===== src/rtl/divide_reconstructor.sv =====
// Sequential shift-add multiply-accumulate: result = A*B + C, one bit of A per RUN cycle.
// Inverse datapath of the restoring divider; same start/valid handshake.
`timescale 1ns/1ps
module divide_reconstructor #(
  parameter int N = 4
) (
  input  logic           clk,
  input  logic           rst,
  input  logic           start,
  input  logic [N-1:0]   A,
  input  logic [N-1:0]   B,
  input  logic [N-1:0]   C,
  output logic           busy,
  output logic           valid,
  output logic [2*N-1:0] result
);
  localparam int CW = (N > 2) ? $clog2(N) : 1;

  typedef enum logic [1:0] {IDLE, RUN, FINISH} state_t;

  state_t          state;
  logic [N:0]      p_hi;   // upper partial product, carry bit on top
  logic [N-1:0]    p_lo;   // multiplier bits, replaced by product bits as they shift in
  logic [N-1:0]    breg;
  logic [N-1:0]    creg;
  logic [CW-1:0]   count;
  logic [N:0]      sum;

  always_comb begin
    sum = p_hi;
    if (p_lo[0]) sum = p_hi + {1'b0, breg};
  end

  assign busy = (state != IDLE);

  always_ff @(posedge clk or negedge rst) begin
    if (!rst) begin
      state  <= IDLE;
      p_hi   <= '0;
      p_lo   <= '0;
      breg   <= '0;
      creg   <= '0;
      count  <= '0;
      valid  <= 1'b0;
      result <= '0;
    end else begin
      valid <= 1'b0;
      case (state)
        IDLE: begin
          if (start) begin
            p_lo  <= A;
            breg  <= B;
            creg  <= C;
            p_hi  <= '0;
            count <= '0;
            state <= RUN;
          end
        end
        RUN: begin
          p_hi  <= {1'b0, sum[N:1]};
          p_lo  <= {sum[0], p_lo[N-1:1]};
          count <= count + 1'b1;
          if (count == CW'(N-1)) state <= FINISH;
        end
        FINISH: begin
          // (2^N-1)^2 + 2^N-1 < 2^2N, so the add cannot overflow
          result <= {p_hi[N-1:0], p_lo} + {{N{1'b0}}, creg};
          valid  <= 1'b1;
          state  <= IDLE;
        end
        default: state <= IDLE;
      endcase
    end
  end
endmodule


===== config.mk =====
export PLATFORM = sky130hd
export DESIGN_NAME = divide_reconstructor
export DESIGN_NICKNAME = d
export VERILOG_FILES = /design/src/rtl/divide_reconstructor.sv
export SDC_FILE = /design/constraint.sdc
export NUM_CORES = 1
export LEC_CHECK = 0
export BUFFER_PORTS_ARGS = -buffer_cell sky130_fd_sc_hd__buf_4
export CORE_MARGIN = 2
export CORE_UTILIZATION = 45
export CTS_CLUSTER_SIZE = 24
export DETAILED_ROUTE_END_ITERATION = 7
export PLACE_DENSITY = 0.66
export SLEW_MARGIN = 10
export SYNTH_ARGS = -nofsm -noshare
export SYNTH_HDL_FRONTEND = slang
export SYNTH_SLANG_ARGS = --single-unit

===== constraint.sdc =====
create_clock -name clk -period 2.3 [get_ports clk]
set_clock_uncertainty 0.05 [all_clocks]
set_input_delay 0.23 -clock clk [delete_from_list [all_inputs] [get_ports clk]]
set_output_delay 0.23 -clock clk [all_outputs]
set_load 0.05 [all_outputs]

==> impl_metrics.env <==
export IMPL_core_area_um2=3310
export IMPL_syn_area_per_cell_um2=10.4
export IMPL_syn_cell_area_um2=1530
export IMPL_grt_pass1_wl_um=5440
export IMPL_min_path_type="in -> reg"
export IMPL_crit_fanout=9
export IMPL_io_pins=25
export IMPL_synth_common_cells="dfrtp_1, nand2_1, o21ai_0, ha_1, mux2_2"
export IMPL_grt_ovfl_total=0
export IMPL_clkSinkCount=29
export IMPL_critical_path_endpoint_type="flop"
export IMPL_sw_frac_of_total_pct=45.2
export IMPL_cp_arrival_ns=2.21
export IMPL_clock_root_buffer="clkbuf_4"
export IMPL_grt_util_all_layers_pct=17.8
export IMPL_cts_buffers=5
export IMPL_yosys_warnings=0
export IMPL_tightestPinTransition_ns=0.435
export IMPL_cts_setup_buffers=0
export IMPL_maxSlewHeadroom_pct=71.0
export IMPL_fin_nets=200
export IMPL_maxSlewViolCount=0
export IMPL_synth_most_common_cell="dfrtp_1"
export IMPL_p_comb_share_pct=54.0
export IMPL_dp_hpwl_um=2250
export IMPL_ys_seq_area_share_pct=47.5
export IMPL_cts_resized_gates=0
export IMPL_synthDistinctLibCells=38
export IMPL_setup_viol=0
export IMPL_cap_violations=0
export IMPL_synth_mux_area_share_pct=7.86
export IMPL_synth_cells=147
export IMPL_io_buffers=24
export IMPL_firstDrtPassIters=4
export IMPL_use_met2_pct=28.1
export IMPL_grt_met3_usage_pct=4.17
export IMPL_synth_top_family_by_area="simple AND/OR/NAND/NOR gates"
export IMPL_ys_flop_type="dfrtp_1"
export IMPL_finalCritPeriodShare_pct=89.2
export IMPL_die_y_um=62.3
export IMPL_std_cell_rows=21
export IMPL_ant_nets=0
export IMPL_synth_seq_cells=29
export IMPL_viasPerCell=5.30
export IMPL_die_x_um=62.3
export IMPL_outcome="complete, no violations"
export IMPL_power_internal_mw=1.57
export IMPL_grt_pass1_vias=1179
export IMPL_dieArea_um2=3880
export IMPL_synth_top_area_share_pct=47.5
export IMPL_start_kind="flop"
export IMPL_cp_required_ns=2.46
export IMPL_grt_max_degree=30
export IMPL_fin_setup_tns_ns=0
export IMPL_hold_viol=0
export IMPL_rsz0062_at_grt="no"
export IMPL_clk_pin_slew_ns=0.10
export IMPL_synth_xor_area_share_pct=2.29
export IMPL_synth_compound_gate_area_share_pct=14.4
export IMPL_p_leak_nw=0.872
export IMPL_fin_cells=221
export IMPL_synth_edff_count=0
export IMPL_ir_worst_vdd_mv=0.800
export IMPL_area_delta_synth_final_pct=20.1
export IMPL_async_flop_share_pct=100
export IMPL_p_switching_mw=1.29
export IMPL_fmax_mhz=487
export IMPL_routed_wl_um=3070
export IMPL_vias=1171
export IMPL_powerDensity_nw_per_um2=1560
export IMPL_met1_usage_pct=23.1
export IMPL_drt_iter0_drc=61
export IMPL_yosys_area_share_simple_pct=15.1
export IMPL_clkLatencyLatePin_ns=0.34
export IMPL_yosysTopAreaCell="dfrtp_1"
export IMPL_synth_fa_ha_area_share_pct=9.98
export IMPL_wl_per_cell_um=13.9
export IMPL_h_tree_depth=2
export IMPL_insertedDiodeCount=0
export IMPL_gp_routability_congestion=0.743
export IMPL_drc_errors=0
export IMPL_fin_crit_ns=2.05
export IMPL_dp_cells=212
export IMPL_antenna_found_initial=0
export IMPL_synthesis_nets=173
export IMPL_p_total_mw=2.87
export IMPL_start_util_pct=46.2
export IMPL_criticalPathCategory="reg -> reg"
export IMPL_pwr_share_clk_pct=12.5
export IMPL_gr_max_usage_layer="met2"
export IMPL_synthTopCellsByArea="dfrtp_1, ha_1, nand2_1"
export IMPL_seq_power_share_pct=33.5
export IMPL_clock_path_buffers=2
export IMPL_drive_gt1_share_pct=26.9
export IMPL_tritoncts="yes"
export IMPL_holdBufCountCts=1
-- cells in the final DEF (no fill, tap or decap), types with 2 or more instances in the layout --
cell	netlist	routed
a21oi_1	3	3
fa_1	2	2
o21ai_0	10	10
nor2b_1	4	4
nand3_1	2	2
buf_4	0	26
nand2_1	25	25
a211oi_1	3	3
nand2b_1	2	2
nor3_1	3	3
mux2_2	8	8
clkbuf_8	0	2
xnor2_1	2	2
dfrtp_1	29	29
xor2_1	2	2
nor2_1	3	3
mux2i_1	3	3
and3_1	2	2
a21o_1	2	2
inv_1	4	4
a22oi_1	3	3
o22ai_1	3	3
clkbuf_4	0	5
ha_1	9	9
-- worst max-delay path, cell delays in order, from the launching register on --
cell and delay (ns):
dfrtp_1 0.50, ha_1 0.30, fa_1 0.43, a211o_2 0.31
o2111ai_1 0.09, xor2_1 0.16, o21ai_0 0.08
-- routing by layer --
layer | wire length (um) | share of wire [%]
met1 | 1440 | 47
met2 | 1460 | 48
met3 | 113 | 3.7
met4 | 53 | 1.7
met5 | 0 | 0
-- power groups by stage --
stage / Combinational [mW] / Sequential (mW) / Clock (mW)
CTS: 1.56 / 0.964 / 0.368
global route: 1.71 / 0.995 / 0.402
detailed placement: 1.55 / 0.974 / 0
global placement: 1.50 / 0.962 / 0
floorplan: 0.972 / 1.14 / 0
finish: 1.55 / 0.960 / 0.358
-- flip-flops by register name, summed over array words and instances (netlist names) --
| signal | count |
|---|---|
| creg | 4 |
| valid | 1 |
| p_hi | 4 |
| breg | 4 |
| p_lo | 4 |
| result | 8 |
| state | 2 |
| count | 2 |
-- cell families (layout without fill, tap and decap cells) --
group / Yosys count / after routing
DFF: 29 / 29
AOI/OAI and AO/OA: 33 / 33
xor gates and xnor gates: 4 / 4
muxes: 11 / 11
buffers and inverters: 11 / 39
adders and majority gates: 11 / 11
and+or+nand+nor: 48 / 48
-- final timing paths --
kind / startpoint / end / slack (ns) / cells after the start
setup / recovery: p_lo[0] / result[6] / 0.25 / 6
hold / removal: A[0] / p_lo[0] / 0.05 / 3
setup reg to reg: p_lo[0] / result[6] / 0.25 / 6
hold reg to reg: result[2] / result[2] / 0.44 / 2
max in group asynchronous: rst / breg[1] / 1.63 / 2
min in group asynchronous: rst / result[7] / 0.29 / 2
-- final cells by class --
type                       count  area, um2
tap                           46       57.6
inverter                       4       15.0
fill                         326       1470
clock buffer                   7       65.1
sequential                    29        726
timing repair buffer          27        205
multi-input combinational    107        763
clock inverter                 1       5.00
-- per-stage QoR --
stage	hold slack, ns	cell area (um2)	util [%]	worst slack [ns]
6_report	0.0453	1840	55.5	0.248
5_1_grt	0.0421	1840	55.5	0.144
4_1_cts	0.0395	1840	55.5	0.253
3_5_place_dp	0.126	1760	53.1	0.276
3_3_place_gp	0.125	1760	53.1	0.314
2_1_floorplan	-0.116	1530	-	0.512
Note: power is estimated with default switching activity, not from simulation.
